<file path="src/rtl/filter2d_pkg.sv">
// Shared types and constants for the 2D filter sequencer and its SRAM arbiter.
package filter2d_pkg;

    localparam int ADDR_W = 17;
    localparam int DATA_W = 8;
    localparam int KTAPS  = 9;
    localparam int IDX_W  = 4;

    // Default kernel: sharpening mask, -1 around a centre weight of 16.
    localparam logic [DATA_W-1:0] KDEF_EDGE   = 8'hFF;
    localparam logic [DATA_W-1:0] KDEF_CENTER = 8'h10;
    localparam int                KCENTER     = 4;

    typedef enum logic [2:0] {
        ST_IDLE,
        ST_KLOAD,
        ST_START,
        ST_RUN,
        ST_DONE
    } state_t;

    function automatic logic [DATA_W-1:0] default_tap(input int idx);
        return (idx == KCENTER) ? KDEF_CENTER : KDEF_EDGE;
    endfunction

endpackage

</file>
<file path="src/rtl/filter2d_sram_mux.sv">
// Owner-select between host and engine on the single-port image SRAM,
// plus the registered read-valid for host reads.
module filter2d_sram_mux
    import filter2d_pkg::*;
(
    input  logic              clk,
    input  logic              reset_n,
    input  logic              eng_own,
    input  logic              host_req,
    input  logic              host_we,
    input  logic [ADDR_W-1:0] host_addr,
    input  logic [DATA_W-1:0] host_wdata,
    output logic              host_gnt,
    output logic              host_rvalid,
    output logic [DATA_W-1:0] host_rdata,
    input  logic              eng_cs,
    input  logic              eng_we,
    input  logic [ADDR_W-1:0] eng_addr,
    input  logic [DATA_W-1:0] eng_din,
    output logic [DATA_W-1:0] eng_dout,
    output logic              mem_cs,
    output logic              mem_we,
    output logic [ADDR_W-1:0] mem_addr,
    output logic [DATA_W-1:0] mem_din,
    input  logic [DATA_W-1:0] mem_dout
);

    always_comb begin
        host_gnt = 1'b0;
        mem_cs   = 1'b0;
        mem_we   = 1'b0;
        mem_addr = host_addr;
        mem_din  = host_wdata;
        if (eng_own) begin
            mem_cs   = eng_cs;
            mem_we   = eng_we;
            mem_addr = eng_addr;
            mem_din  = eng_din;
        end else begin
            host_gnt = host_req;
            mem_cs   = host_req;
            mem_we   = host_we & host_req;
        end
    end

    assign eng_dout   = mem_dout;
    assign host_rdata = mem_dout;

    // SRAM has one cycle of read latency, so valid trails the granted read by one cycle.
    always_ff @(posedge clk or negedge reset_n) begin
        if (!reset_n) begin
            host_rvalid <= 1'b0;
        end else begin
            host_rvalid <= host_gnt & ~host_we;
        end
    end

endmodule

</file>
<file path="src/rtl/filter2d_ctrl.sv">
// Frame sequencer for the 2D filter engine: streams the kernel shadow, starts the
// engine, guards the run with a watchdog and arbitrates the shared image SRAM.
module filter2d_ctrl
    import filter2d_pkg::*;
#(
    parameter int          WIDTH   = 256,
    parameter int          TO_W    = 20,
    parameter int unsigned TIMEOUT = 20'hFFFFF
) (
    input  logic              clk,
    input  logic              reset_n,
    input  logic              run,
    output logic              busy,
    output logic              done,
    output logic              err,
    output logic [7:0]        frame_cnt,
    input  logic              cfg_we,
    input  logic [IDX_W-1:0]  cfg_idx,
    input  logic [DATA_W-1:0] cfg_data,
    input  logic              host_req,
    input  logic              host_we,
    input  logic [ADDR_W-1:0] host_addr,
    input  logic [DATA_W-1:0] host_wdata,
    output logic              host_gnt,
    output logic              host_rvalid,
    output logic [DATA_W-1:0] host_rdata,
    output logic              eng_start,
    input  logic              eng_finish,
    input  logic              eng_cs,
    input  logic              eng_we,
    input  logic [ADDR_W-1:0] eng_addr,
    input  logic [DATA_W-1:0] eng_din,
    output logic [DATA_W-1:0] eng_dout,
    output logic              h_write,
    output logic [IDX_W-1:0]  h_idx,
    output logic [DATA_W-1:0] h_data,
    output logic              mem_cs,
    output logic              mem_we,
    output logic [ADDR_W-1:0] mem_addr,
    output logic [DATA_W-1:0] mem_din,
    input  logic [DATA_W-1:0] mem_dout
);

    if (64'(TIMEOUT) <= 64'(WIDTH) * 64'(WIDTH) * 64'd12) begin : g_timeout_guard
        $error("filter2d_ctrl: TIMEOUT too small for WIDTH");
    end

    // Watchdog holds cycles elapsed since START, so a timeout lands DONE exactly TIMEOUT cycles after it.
    localparam logic [TO_W-1:0] WD_LAST = TO_W'(TIMEOUT - 1);

    state_t            state;
    logic [TO_W-1:0]   wd;
    logic [DATA_W-1:0] shadow [KTAPS];
    logic              eng_own;

    always_ff @(posedge clk or negedge reset_n) begin
        if (!reset_n) begin
            for (int i = 0; i < KTAPS; i++) begin
                shadow[i] <= default_tap(i);
            end
        end else if (state == ST_IDLE && cfg_we && cfg_idx < IDX_W'(KTAPS)) begin
            shadow[cfg_idx] <= cfg_data;
        end
    end

    // Outputs are set on the transition into each state so they line up with it.
    always_ff @(posedge clk or negedge reset_n) begin
        if (!reset_n) begin
            state     <= ST_IDLE;
            busy      <= 1'b0;
            done      <= 1'b0;
            err       <= 1'b0;
            frame_cnt <= '0;
            eng_start <= 1'b0;
            h_write   <= 1'b0;
            h_idx     <= '0;
            h_data    <= '0;
            wd        <= '0;
        end else begin
            case (state)
                ST_IDLE: begin
                    if (run) begin
                        state   <= ST_KLOAD;
                        busy    <= 1'b1;
                        err     <= 1'b0;
                        h_write <= 1'b1;
                        h_idx   <= '0;
                        h_data  <= shadow[0];
                    end
                end
                ST_KLOAD: begin
                    if (h_idx == IDX_W'(KTAPS - 1)) begin
                        state     <= ST_START;
                        h_write   <= 1'b0;
                        eng_start <= 1'b1;
                    end else begin
                        h_idx  <= h_idx + 1'b1;
                        h_data <= shadow[h_idx + 1'b1];
                    end
                end
                ST_START: begin
                    state     <= ST_RUN;
                    eng_start <= 1'b0;
                    wd        <= TO_W'(1);
                end
                ST_RUN: begin
                    if (eng_finish) begin
                        state <= ST_DONE;
                        done  <= 1'b1;
                    end else if (wd == WD_LAST) begin
                        state <= ST_DONE;
                        done  <= 1'b1;
                        err   <= 1'b1;
                    end else begin
                        wd <= wd + 1'b1;
                    end
                end
                ST_DONE: begin
                    state <= ST_IDLE;
                    done  <= 1'b0;
                    busy  <= 1'b0;
                    if (!err) begin
                        frame_cnt <= frame_cnt + 1'b1;
                    end
                end
                default: begin
                    state <= ST_IDLE;
                    busy  <= 1'b0;
                    done  <= 1'b0;
                end
            endcase
        end
    end

    assign eng_own = (state == ST_START) || (state == ST_RUN);

    filter2d_sram_mux u_sram_mux (
        .clk         (clk),
        .reset_n     (reset_n),
        .eng_own     (eng_own),
        .host_req    (host_req),
        .host_we     (host_we),
        .host_addr   (host_addr),
        .host_wdata  (host_wdata),
        .host_gnt    (host_gnt),
        .host_rvalid (host_rvalid),
        .host_rdata  (host_rdata),
        .eng_cs      (eng_cs),
        .eng_we      (eng_we),
        .eng_addr    (eng_addr),
        .eng_din     (eng_din),
        .eng_dout    (eng_dout),
        .mem_cs      (mem_cs),
        .mem_we      (mem_we),
        .mem_addr    (mem_addr),
        .mem_din     (mem_din),
        .mem_dout    (mem_dout)
    );

endmodule

</file>
<file path="config.mk">
export PLATFORM = sky130hd
export DESIGN_NAME = filter2d_ctrl
export DESIGN_NICKNAME = d
export VERILOG_FILES = /design/src/rtl/filter2d_pkg.sv /design/src/rtl/filter2d_sram_mux.sv /design/src/rtl/filter2d_ctrl.sv
export SDC_FILE = /design/constraint.sdc
export NUM_CORES = 1
export LEC_CHECK = 0
export ABC_AREA = 1
export BUFFER_PORTS_ARGS = -buffer_cell sky130_fd_sc_hd__buf_2
export CORE_MARGIN = 5
export CORE_UTILIZATION = 35
export CTS_CLUSTER_SIZE = 20
export DETAILED_ROUTE_END_ITERATION = 8
export PLACE_DENSITY = 0.57
export SYNTH_ARGS = -nofsm -noshare
export SYNTH_HDL_FRONTEND = slang
export SYNTH_SLANG_ARGS = --single-unit
</file>
<file path="constraint.sdc">
create_clock -name clk -period 2.6 [get_ports clk]
set_input_delay 0.26 -clock clk [delete_from_list [all_inputs] [get_ports clk]]
set_output_delay 0.26 -clock clk [all_outputs]
set_load 0.005 [all_outputs]
</file>
=== Word level (Yosys, flattened, before mapping) ===
Cells that the tools add are included.

* Equality and inequality tests: 13
* Magnitude comparators: 4
* Bitwise gates (word level): 8
* Reductions and logical operators: 20
* Multiplexer cells: 37
* Add/subtract/negate cells: 3

{| class="wikitable"
|+ Operator list
! operator !! count
|-
| bitwise mux 72 bit || 1
|-
| two-way mux 8 bit || 6
|-
| two-way mux 20 bit || 2
|-
| case mux 20 bit (2 select lines) || 1
|-
| binary-select mux 8 bit (select 4 bit) || 1
|-
| demux 8 bit (select 4 bit) || 1
|-
| adder 20 x 1 -> 20 bit, second input constant || 1
|-
| == test 20 bit, second input constant || 1
|-
| two-way mux 17 bit || 1
|-
| case mux 8 bit (2 select lines) || 1
|-
| two-way mux 3 bit || 4
|-
| != test 2 bit, second input constant || 6
|-
| case mux 3 bit (4 select lines) || 1
|-
| AND reduction 3 bit || 4
|-
| greater-or-equal comparator 5 bit, second input constant || 2
|-
| two-way mux 1 bit || 10
|-
| NOT 4 -> 5 bit || 2
|-
| case mux 1 bit (2 select lines) || 5
|-
| adder 8 x 1 -> 8 bit, second input constant || 1
|-
| two-way mux 4 bit || 2
|-
| case mux 4 bit (2 select lines) || 1
|-
| AND reduction 2 bit || 4
|-
| nonzero test 2 bit || 4
|-
| == test 3 x 2 -> 1 bit, second input constant || 2
|-
| 14 further kinds || 21
|}

* Bits in registers: 121
* Input port bits: 79

=== Logic depth before layout (Yosys ltp) ===
Gate-level depths: netlist of the first run.

* Depth after elaboration: 7
* Depth in mapped cells: 14
* Gate-level depth less buffers: 11

=== Hierarchy ===
Synthesis of the first run repeated with hierarchy kept, for this count alone.

* Cells, all modules: 888
* Area, all modules: 6809.0 µm²

{| class="wikitable"
|+ By module, submodules not included
! module !! cells an instance !! seq. area each (µm²) !! times used !! area each (µm²)
|-
| filter2d_ctrl || 782 || 3084.2 || 1 || 6271.0
|-
| filter2d_sram_mux || 106 || 25.0 || 1 || 538.0
|}

=== Worst setup path after synthesis of the first run ===
No wires, ideal clock.

* Path kind: register -> register
* From: register h_idx[0]
* To: register h_data[7]
* Stages on the path, launching flop included: 15
* Buffers on the path: 4
* Library setup time: 0.116 ns
* Period minus slack after synthesis: 2.234 ns
* Data required time: 2.484 ns
* Path slack: 0.366 ns
* Arrival time: 2.117 ns
* Cells stage by stage: dfrtp_1 > buf_2 > inv_1 > clkbuf_1 > ha_1 > buf_2 > clkinv_1 > clkbuf_1 > nor2_1 > o21ai_0 > nand3_1 > nand3_1 > nand2_1 > nand2_1 > nand2_1

* Longest elaborated chain between the ends: 7
* Elaborated cells on any way between the ends: 10
* Classes of those cells: add/sub (1); eq/ne (2); mux (5); bitwise (1); reduce/logical (1)

{| class="wikitable"
|+ Ends and longest elaborated chain
! item !! line !! source
|-
| start: declaration || filter2d_ctrl.sv:35 || <nowiki>output logic [IDX_W-1:0] h_idx,</nowiki>
|-
| start signal: assignment || filter2d_ctrl.sv:97 || <nowiki>h_idx <= h_idx + 1'b1;</nowiki>
|-
| adder 4 x 1 -> 4 bit || filter2d_ctrl.sv:98 || <nowiki>h_data <= shadow[h_idx + 1'b1];</nowiki>
|-
| NOT 4 -> 5 bit (implied by the code) || filter2d_ctrl.sv:98 ||
|-
| binary-select mux 8 bit (select 4 bit) || filter2d_ctrl.sv:98 ||
|-
| two-way mux 8 bit (implied by the code) (2 in a row) || filter2d_ctrl.sv:98 ||
|-
| two-way mux 8 bit || filter2d_ctrl.sv:92 || <nowiki>if (h_idx == IDX_W'(KTAPS - 1)) begin</nowiki>
|-
| case mux 8 bit (2 select lines) || filter2d_ctrl.sv:80 || <nowiki>case (state)</nowiki>
|-
| end signal: assignment || filter2d_ctrl.sv:88 || <nowiki>h_data <= shadow[0];</nowiki>
|-
| end signal: assignment || filter2d_ctrl.sv:98 ||
|-
| end: declaration || filter2d_ctrl.sv:36 || <nowiki>output logic [DATA_W-1:0] h_data,</nowiki>
|}

Parallel ways exist; a longest one is shown, timed or not. The select of a mux whose other input is x is not followed.
A chain may end at the register's enable or synchronous reset.

=== Worst setup path after layout of the first run ===
* From: register state[2]
* To: output mem_addr[14]

* Longest elaborated chain between the ends: 3
* Elaborated cells on any way between the ends: 4
* Classes of those cells: eq/ne (2); mux (1); reduce/logical (1)

{| class="wikitable"
|+ Ends and longest elaborated chain
! item !! line !! source
|-
| start: declaration || filter2d_ctrl.sv:51 || <nowiki>state_t state;</nowiki>
|-
| start signal: assignment || filter2d_ctrl.sv:69 || <nowiki>state <= ST_IDLE;</nowiki>
|-
| start signal: assignment || filter2d_ctrl.sv:83 || <nowiki>state <= ST_KLOAD;</nowiki>
|-
| start signal: assignment || filter2d_ctrl.sv:93 || <nowiki>state <= ST_START;</nowiki>
|-
| == test 3 x 2 -> 1 bit || filter2d_ctrl.sv:135 || <nowiki>assign eng_own = (state == ST_START) || (state == ST_RUN);</nowiki>
|-
| logical OR 1 bit * || filter2d_ctrl.sv:135 ||
|-
| two-way mux 17 bit * || filter2d_sram_mux.sv:34 || <nowiki>if (eng_own) begin</nowiki>
|-
| end: declaration || filter2d_ctrl.sv:39 || <nowiki>output logic [ADDR_W-1:0] mem_addr,</nowiki>
|}

Every way passes the cells marked *; elsewhere a longest branch is shown, timed or not.

==> results.tsv, run 1 <==
stage	metric	value	unit
synthesis	synth_top_family_by_area	simple AND/OR/NAND/NOR gates	
cells_and_area	area_growth	20.6	%
clock_tree	cts.sinks	121	
drt	dr.pass1.iters	5	
setup_path	startpoint_type	flop	
setup_path	r2r_end	h_data[0]$_DFFE_PN0P_	
clock_tree	worstSkewPairLatency	0.42	ns
cells_and_area	nets	1088	
floorplanning	die_y	148	µm
setup_path	r2r_setup_slack	0.51	ns
setup_path	worstSetupPathType	reg -> out	
setup_path	r2r_cells	10	
pwr	max-vdd-ir-drop	0.000526	V
synthesis	synth_edf_count	0	
floorplanning	die_w	148	µm
clock_tree	hold_buffers	1	
synthesis	syn_inst	901	
synthesis	synth_cell_type_count	33	
timing	min_period	2.30	ns
cells_and_area	final_cell_mix	nand2_1 (287), buf_2 (123), nor2_1 (109)	
timing	tightest_slew	0.600	ns
synthesis	synth_top_area_cell	dfstp_2	
pwr	power.density	1190	nW/µm²
cells_and_area	drive_gt1_frac	0.249	
timing	slew_headroom	0.599	
clock_tree	cts.root.buffer_cell	clkbuf_16	
placement	dpl.hpwl	14700	µm
clock_tree	cts_max_path_buffers	2	
synthesis	syn_nets	985	
timing	finalHoldViolCount	0	
drt	drc	0	
timing	fin_setup_tns	0	ns
pwr	p_leak	3.77	nW
drt	totalWireLength	19900	µm
placement	io_buffers	124	
synthesis	synthMuxAreaShare	0.00169	
hold_path	min_to	u_sram_mux.host_rvalid$_DFF_PN0_	
timing	fin_crit_sh	0.885	
timing	fin_skew	0.0104	ns
hold_path	worstHoldPathType	in -> reg	
synthesis	synth_compound_area_frac	0.120	
run_status	run_status	completed	
synthesis	post_synth_main_area_contributors	dfstp_2 (26%), dfrtp_1 (21%), nand2_1 (16%)	
placement	post-place-ws	0.555	ns
synthesis	ys.warnings.count	0	
timing	setup_ws	0.299	ns
job	drv_cap	0	
synthesis	synth_top_cell_area_share	0.256	
synthesis	synthArstFlopShare	1.00	
floorplanning	initial_utilization	0.356	
synthesis	synth_xor_area_frac	0.0144	
drt	viasPerCell	4.88	
drt	drt_iter0_drc	433	
cells_and_area	final_common_cell	nand2_1	
synthesis	ys.flop_type	dfstp_2	
clock_tree	cts_resized	0	
drt	wire_per_inst	15.9	µm
setup_path	cp_max_fo	15	
global_routing	antenna_found_initial	0	
timing	rsz0062_at_grt	no	
clock_tree	path_clk_slew	0.06	ns
drt	vias	6104	
floorplanning	top_level_ports	149	
timing	max_freq	435	MHz
global_routing	grt_pass1_wl	32200	µm
synthesis	syn_area_per_cell	7.41	µm²
synthesis	seq_area_frac_synth	0.465	
clock_tree	post-cts-setup-buffer-count	0	
global_routing	grt_overflow	0	
synthesis	synth.ff_latch_count	121	
synthesis	synth_area	6680	µm²
hold_path	worst_hold_startpoint	host_we	
cells_and_area	diodes	0	
hold_path	whs_path_depth	2	
clock_tree	cts_buffers	17	
global_routing	grt_pass1_vias	5797	
timing	setup_viol_count_final	0	
floorplanning	num_rows	50	
drt	antenna_left	0	
global_routing	grt_max_degree	50	
placement	place.gp.congestion	0.824	
floorplanning	core	18800	µm²
clock_tree	tritoncts	built	
clock_tree	h-tree-depth	4	
synthesis	synth_fa_ha_area_frac	0.00937	
setup_path	cp-end-kind	output port	
synthesis	synth_simple_gate_area_share	0.306	
global_routing	grt_usage	0.186	
setup_path	r2r-start	h_idx[0]$_DFFE_PN0P_	
setup_path	required	2.34	ns
floorplanning	die_area	21900	µm²
timing	timing.final.max_slew_violations	0	
setup_path	worstPathArrival	2.04	ns
-- metrics by stage --
step | cells | hold slack [ns] | cell area [µm²] | total power [mW] | utilization
global route | 1251 | 0.0193 | 8060 | 10.3 | 0.429
finish | 1251 | 0.0295 | 8060 | 9.56 | 0.429
detailed placement | 1218 | 0.275 | 7380 | 7.00 | 0.393
global placement | 1218 | 0.269 | 7380 | 6.97 | 0.393
CTS | 1251 | 0.0218 | 8060 | 9.64 | 0.429
floorplan | 901 | -0.0356 | 6680 | 5.77 | -
-- how the worst max path moves through the flow --
stage,start,end,slack [ns],cells past startpoint
after floorplan,h_idx[0]$_DFFE_PN0P_,h_data[7]$_DFFE_PN0P_,0.37,14
after global placement,h_idx[0]$_DFFE_PN0P_,h_data[0]$_DFFE_PN0P_,0.59,10
after detailed placement,h_idx[0]$_DFFE_PN0P_,h_data[0]$_DFFE_PN0P_,0.56,10
after CTS,state[2]$_DFFE_PN0P_,mem_din[7],0.24,7
after global routing,state[2]$_DFFE_PN0P_,mem_din[7],0.08,7
final,state[2]$_DFFE_PN0P_,mem_addr[14],0.30,7
-- per-layer routing --
metal	routed length (µm)	global-route usage	vias up
met4	306	0.0513	0
met3	1390	0.0445	17
met5	0	0	-
met2	9440	0.309	201
li1	-	-	3085
met1	8790	0.242	2801
-- registers in the layout, summed over array words and instances (netlist names) --
register                cells
busy                        1
done                        1
eng_start                   1
err                         1
frame_cnt                   8
h_data                      8
h_idx                       4
h_write                     1
shadow                     72
state                       3
u_sram_mux.host_rvalid      1
wd                         20
-- cell usage after synthesis (7+ instances only) --
cell type / count
a21oi_1: 19
buf_2: 15
buf_4: 19
clkbuf_1: 15
dfrtp_1: 56
dfstp_2: 65
inv_1: 63
nand2_1: 287
nand2_2: 7
nand3_1: 61
nor2_1: 109
nor3_1: 9
o21ai_0: 63
o21ai_1: 65
-- logic make-up after synthesis --
logic type	count (synthesis)
compound gates	156
xor+xnor	11
fa+ha+maj	5
buf+inv	118
flops	121
mux	1
simple gates	489
-- critical path, stage by stage (launching register included) --
cell and delay, ns:
dfrtp_1 0.43, inv_1 0.11, nand2_2 0.12, inv_1 0.36, buf_4 0.29, nand2_1 0.07
nand2_1 0.11, buf_2 0.13
-- cell type report --
cell class	count	area (µm²)
fillers	1940	10700
flip-flops and latches	121	3110
multi-input cells	662	3020
repair buffers	136	728
clock buffers	24	536
well taps	234	293
inverters	66	248
clock inverters	8	126
-- report_power, final --
group	switching, mW	internal (mW)
combinational	2.35	1.29
sequential	0.451	2.87
clock	0.863	1.73
total	3.67	5.90
Note: power is estimated with default switching activity, not from simulation.
==> inputs of run 2 (changes only) <==
Settings changed: CTS_BUF_LIST set to sky130_fd_sc_hd__clkbuf_16, CTS_CLUSTER_SIZE 20 to unset.
==> results.tsv, run 2 (synthesis gave the netlist of run 1 again) <==
stage	metric	value	unit
timing	tightest_slew	0.577	ns
timing	fin_skew	0.00870	ns
drt	dr.pass1.iters	6	
setup_path	cp_max_fo	15	
cells_and_area	largest_reg_flops	72	
drt	wl_met3	1430	µm
pwr	p_leak	3.77	nW
floorplanning	die_area	21900	µm²
drt	totalWireLength	19900	µm
floorplanning	core	18800	µm²
drt	drt-met1-wl	8740	µm
setup_path	cp-end-kind	output port	
clock_tree	h-tree-depth	4	
timing	fin_setup_tns	0	ns
timing	max_freq	432	MHz
cells_and_area	final_cell_mix	nand2_1 (287), buf_2 (123), nor2_1 (109)	
clock_tree	cts.sinks	121	
floorplanning	die_y	148	µm
drt	drt_iter0_drc	397	
drt	dr_wl_met2	9430	µm
timing	slew_headroom	0.614	
timing	fin_crit_sh	0.890	
global_routing	grt_pass1_vias	5787	
cells_and_area	diodes	0	
drt	routed.top_layer	met4	
clock_tree	cts_resized	0	
floorplanning	num_rows	50	
global_routing	grt_overflow	0	
cells_and_area	fillers	1941	
placement	io_buffers	124	
timing	holdWs	0.0305	ns
setup_path	required	2.34	ns
cells_and_area	area_growth	20.3	%
run_status	run_status	completed	
pwr	power.density	1180	nW/µm²
drt	antenna_left	0	
cells_and_area	final_util	0.428	
clock_tree	path_clk_slew	0.06	ns
placement	place.gp.congestion	0.824	
global_routing	antenna_found_initial	0	
cells_and_area	design_area	8040	µm²
timing	finalHoldViolCount	0	
drt	vias	6103	
setup_path	worstPathArrival	2.05	ns
placement	placed_area	7380	µm²
floorplanning	initial_utilization	0.356	
clock_tree	cts_max_path_buffers	2	
placement	dpl.hpwl	14700	µm
drt	drc	0	
timing	min_period	2.31	ns
job	drv_cap	0	
floorplanning	die_w	148	µm
clock_tree	worstSkewPairLatency	0.42	ns
cells_and_area	drive_gt1_frac	0.247	
cells_and_area	top_register	shadow	
global_routing	grt_max_degree	50	
floorplanning	top_level_ports	149	
timing	timing.final.max_slew_violations	0	
timing	rsz0062_at_grt	no	
clock_tree	cts.root.buffer_cell	clkbuf_16	
cells_and_area	reg_top3	shadow (72), wd (20)	
global_routing	grt_pass1_wl	32200	µm
cells_and_area	final_common_cell	nand2_1	
cells_and_area	nets	1088	
pwr	max-vdd-ir-drop	0.000524	V
timing	setup_viol_count_final	0	
drt	wire_per_inst	15.9	µm
setup_path	worstSetupPathType	reg -> out	
hold_path	worstHoldPathType	in -> reg	
clock_tree	tritoncts	built	
drt	viasPerCell	4.88	
global_routing	grt_usage	0.186	
clock_tree	cts_buffers	17	
setup_path	startpoint_type	flop	
## run 2: power breakdown
group / switching (mW) / internal (mW) / leakage, nW
clock network: 0.860 / 1.67 / 0.319
logic: 2.35 / 1.29 / 2.04
registers: 0.449 / 2.87 / 1.41
total: 3.66 / 5.83 / 3.77
## run 2: critical path: stages, from the launching register on
cell and delay, ns:
dfrtp_1 0.43, inv_1 0.11, nand2_2 0.12, inv_1 0.36
buf_4 0.29, nand2_1 0.07, nand2_1 0.12, buf_2 0.14
## run 2: per-layer routing
layer,global-route usage,up-vias
met5,0,-
met4,0.0513,0
met3,0.0445,17
met2,0.309,206
met1,0.243,2795
li1,-,3085
## run 2: cell type report
cell class	count	area [µm²]	share of cell area
Timing Repair Buffer	136	728	0.0906
Sequential cell	121	3110	0.387
Clock buffer	20	500	0.0623
Multi-Input combinational cell	662	3020	0.375
Clock inverter	12	141	0.0176
Inverter	66	248	0.0308
Tap cell	234	293	0.0364
## run 2: final timing paths
kind / cells after the start / slack, ns / endpoint / startpoint
max in group asynchronous: 3 / 1.31 / shadow[57]$_DFFE_PN1P_ / reset_n
min reg2reg: 2 / 0.47 / shadow[27]$_DFFE_PN1P_ / shadow[27]$_DFFE_PN1P_
min in group asynchronous: 2 / 0.37 / wd[2]$_DFFE_PN0P_ / reset_n
min: 2 / 0.03 / u_sram_mux.host_rvalid$_DFF_PN0_ / host_we
max reg2reg: 10 / 0.53 / h_data[0]$_DFFE_PN0P_ / h_idx[0]$_DFFE_PN0P_
max: 7 / 0.29 / mem_addr[15] / state[2]$_DFFE_PN0P_
## run 2: what timing repair did
action	CTS	global route
hold buffers	1	0
endpoints found under the setup margin	0	0
hold endpoints to repair	18	0
setup buffers	0	0
## run 2: per-stage QoR
stage	setup slack [ns]	instances	total power, mW
2_1_floorplan	0.366	901	5.77
3_3_place_gp	0.586	1218	6.97
3_5_place_dp	0.555	1218	7.00
4_1_cts	0.235	1251	9.57
5_1_grt	0.0846	1251	10.2
6_report	0.287	1251	9.49
==> inputs of run 3 (changes only) <==
Settings changed: CELL_PAD_IN_SITES_DETAIL_PLACEMENT set to 1, CELL_PAD_IN_SITES_GLOBAL_PLACEMENT set to 1, CORE_UTILIZATION 35 to 39, PLACE_DENSITY 0.57 to 0.81.
==> results.tsv, run 3 (synthesis gave the netlist of run 1 again) <==
stage	metric	value	unit
setup_path	cp-end-kind	output port	
cells_and_area	area_growth	19.6	%
cells_and_area	final_common_cell	nand2_1	
setup_path	crit_family	buffers and inverters	
clock_tree	h-tree-depth	4	
pwr	p_clk_frac	0.249	
drt	drt_iter0_drc	417	
global_routing	grt_max_degree	44	
setup_path	r2r_setup_slack	0.54	ns
drt	drc	0	
job	drv_cap	0	
setup_path	crit_slowest_cell	inv_1	
cells_and_area	final_cell_mix	nand2_1 (287), buf_2 (123), nor2_1 (109)	
clock_tree	worstSkewPairLatency	0.43	ns
timing	fin_skew	0.00761	ns
pwr	switching_share	0.404	
timing	timing.final.max_slew_violations	0	
cells_and_area	diodes	0	
drt	wire_per_inst	17.8	µm
floorplanning	core	16700	µm²
setup_path	cpPeakStageDelay	0.58	ns
setup_path	worstPathArrival	2.10	ns
drt	vias	6453	
floorplanning	top_level_ports	149	
clock_tree	tritoncts	built	
timing	setup_viol_count_final	0	
hold_path	worstHoldPathType	in -> reg	
pwr	power.total	9.53	mW
setup_path	path_cells	inv_1 > nand2_2 > inv_1 > buf_4 > nand2_1 > nand2_1 > buf_2	
global_routing	grt_pass1_wl	35900	µm
pwr	max-vdd-ir-drop	0.000460	V
floorplanning	initial_utilization	0.400	
clock_tree	cts.root.buffer_cell	clkbuf_16	
cells_and_area	nets	1092	
setup_path	startpoint_type	flop	
pwr	p_seq_frac	0.353	
pwr	power.density	1190	nW/µm²
placement	dpl.hpwl	16200	µm
cells_and_area	design_area	7990	µm²
global_routing	grt_pass1_vias	6837	
cells_and_area	reg_top3	shadow (72), wd (20)	
drt	dr.pass1.iters	5	
cells_and_area	top_register	shadow	
placement	post-place-ws	0.617	ns
clock_tree	cts_buffers	17	
timing	rsz0062_at_grt	no	
floorplanning	die_w	141	µm
pwr	internal-power	5.68	mW
timing	setup_ws	0.236	ns
timing	slew_headroom	0.470	
placement	placed_area	7400	µm²
timing	tightest_slew	0.793	ns
timing	max_freq	423	MHz
timing	min_period	2.36	ns
floorplanning	num_rows	47	
run_status	run_status	completed	
cells_and_area	drive_gt1_frac	0.249	
clock_tree	post-cts-setup-buffer-count	0	
clock_tree	cts_max_path_buffers	2	
floorplanning	die_area	19800	µm²
global_routing	antenna_found_initial	0	
setup_path	cp_max_fo	26	
setup_path	required	2.34	ns
pwr	power_frac_comb	0.398	
clock_tree	cts.sinks	121	
placement	io_buffers	124	
drt	viasPerCell	5.20	
timing	finalHoldViolCount	0	
pwr	p_leak	3.76	nW
global_routing	grt_usage	0.228	
drt	totalWireLength	22000	µm
timing	fin_setup_tns	0	ns
timing	fin_crit_sh	0.909	
setup_path	worstSetupPathType	reg -> out	
clock_tree	path_clk_slew	0.06	ns
pwr	power.net_switching	3.85	mW
global_routing	grt_overflow	0	
placement	place.gp.congestion	0.815	
floorplanning	die_y	141	µm
drt	antenna_left	0	
setup_path	path_buf_inv	4	
cells_and_area	largest_reg_flops	72	
[run 3: cell count changes in the layout (fill, tap and decap cells not counted), sizes merged]
cell	before	now
clkbuf	20	17
clkinvlp	1	3
inv	68	69
buf	135	139
[run 3: path summary, 6_finish.rpt]
kind / startpoint / to / depth (start not counted)
min in group asynchronous: reset_n / wd[15]$_DFFE_PN0P_ / 2
min reg2reg: shadow[60]$_DFFE_PN1P_ / shadow[60]$_DFFE_PN1P_ / 2
min: host_we / u_sram_mux.host_rvalid$_DFF_PN0_ / 2
max reg2reg: h_idx[1]$_DFFE_PN0P_ / h_data[0]$_DFFE_PN0P_ / 10
max in group asynchronous: reset_n / shadow[40]$_DFFE_PN1P_ / 3
max: state[2]$_DFFE_PN0P_ / mem_addr[14] / 7
[run 3: power by group through the flow]
stage	Sequential [mW]	Combinational [mW]	Clock [mW]
finish	3.36	3.79	2.38
CTS	3.36	3.82	2.41
floorplan	3.18	2.59	0
global route	3.43	4.29	2.51
detailed placement	3.38	3.72	0
global placement	3.35	3.60	0
[run 3: metrics by stage]
| step | hold WS, ns | std cells | utilization |
|---|---|---|---|
| 4_1_cts | 0.0322 | 1241 | 0.478 |
| 3_3_place_gp | 0.291 | 1208 | 0.443 |
| 3_5_place_dp | 0.298 | 1208 | 0.443 |
| 2_1_floorplan | -0.0356 | 901 | - |
| 6_report | 0.0348 | 1241 | 0.478 |
| 5_1_grt | 0.0292 | 1241 | 0.478 |
[run 3: layout make-up]
type,instances,area (µm²)
multi-input cells,662,3020
fillers,2158,8710
repair buffers,140,758
flip-flops and latches,121,3110
clock inverters,15,159
inverters,66,248
clock buffers,17,425
well taps,220,275
[run 3: routing by layer]
metal | up-vias | wire [µm] | track usage | share of wire
met5 | - | 0 | 0 | 0
met2 | 197 | 10900 | 0.400 | 0.50
met1 | 3125 | 8930 | 0.267 | 0.41
met3 | 49 | 1390 | 0.0528 | 0.063
met4 | 0 | 771 | 0.0964 | 0.035
li1 | 3082 | - | - | -
[run 3: what timing repair did]
action                                  in CTS  in global routing
endpoints found under the setup margin       0                  0
endpoints found under the hold margin        9                  0
resized for setup                            0                  0
hold buffers                                 1                  0
[run 3: worst reg2reg max path, stage by stage, from the launching register on]
cell and delay, ns:
dfrtp_1 0.39, inv_1 0.08, ha_1 0.31, clkinv_1 0.45
nor2_1 0.29, o21ai_0 0.12, nand3_1 0.10, nand3_1 0.07
nand2_1 0.08, nand2_1 0.05, nand2_1 0.06
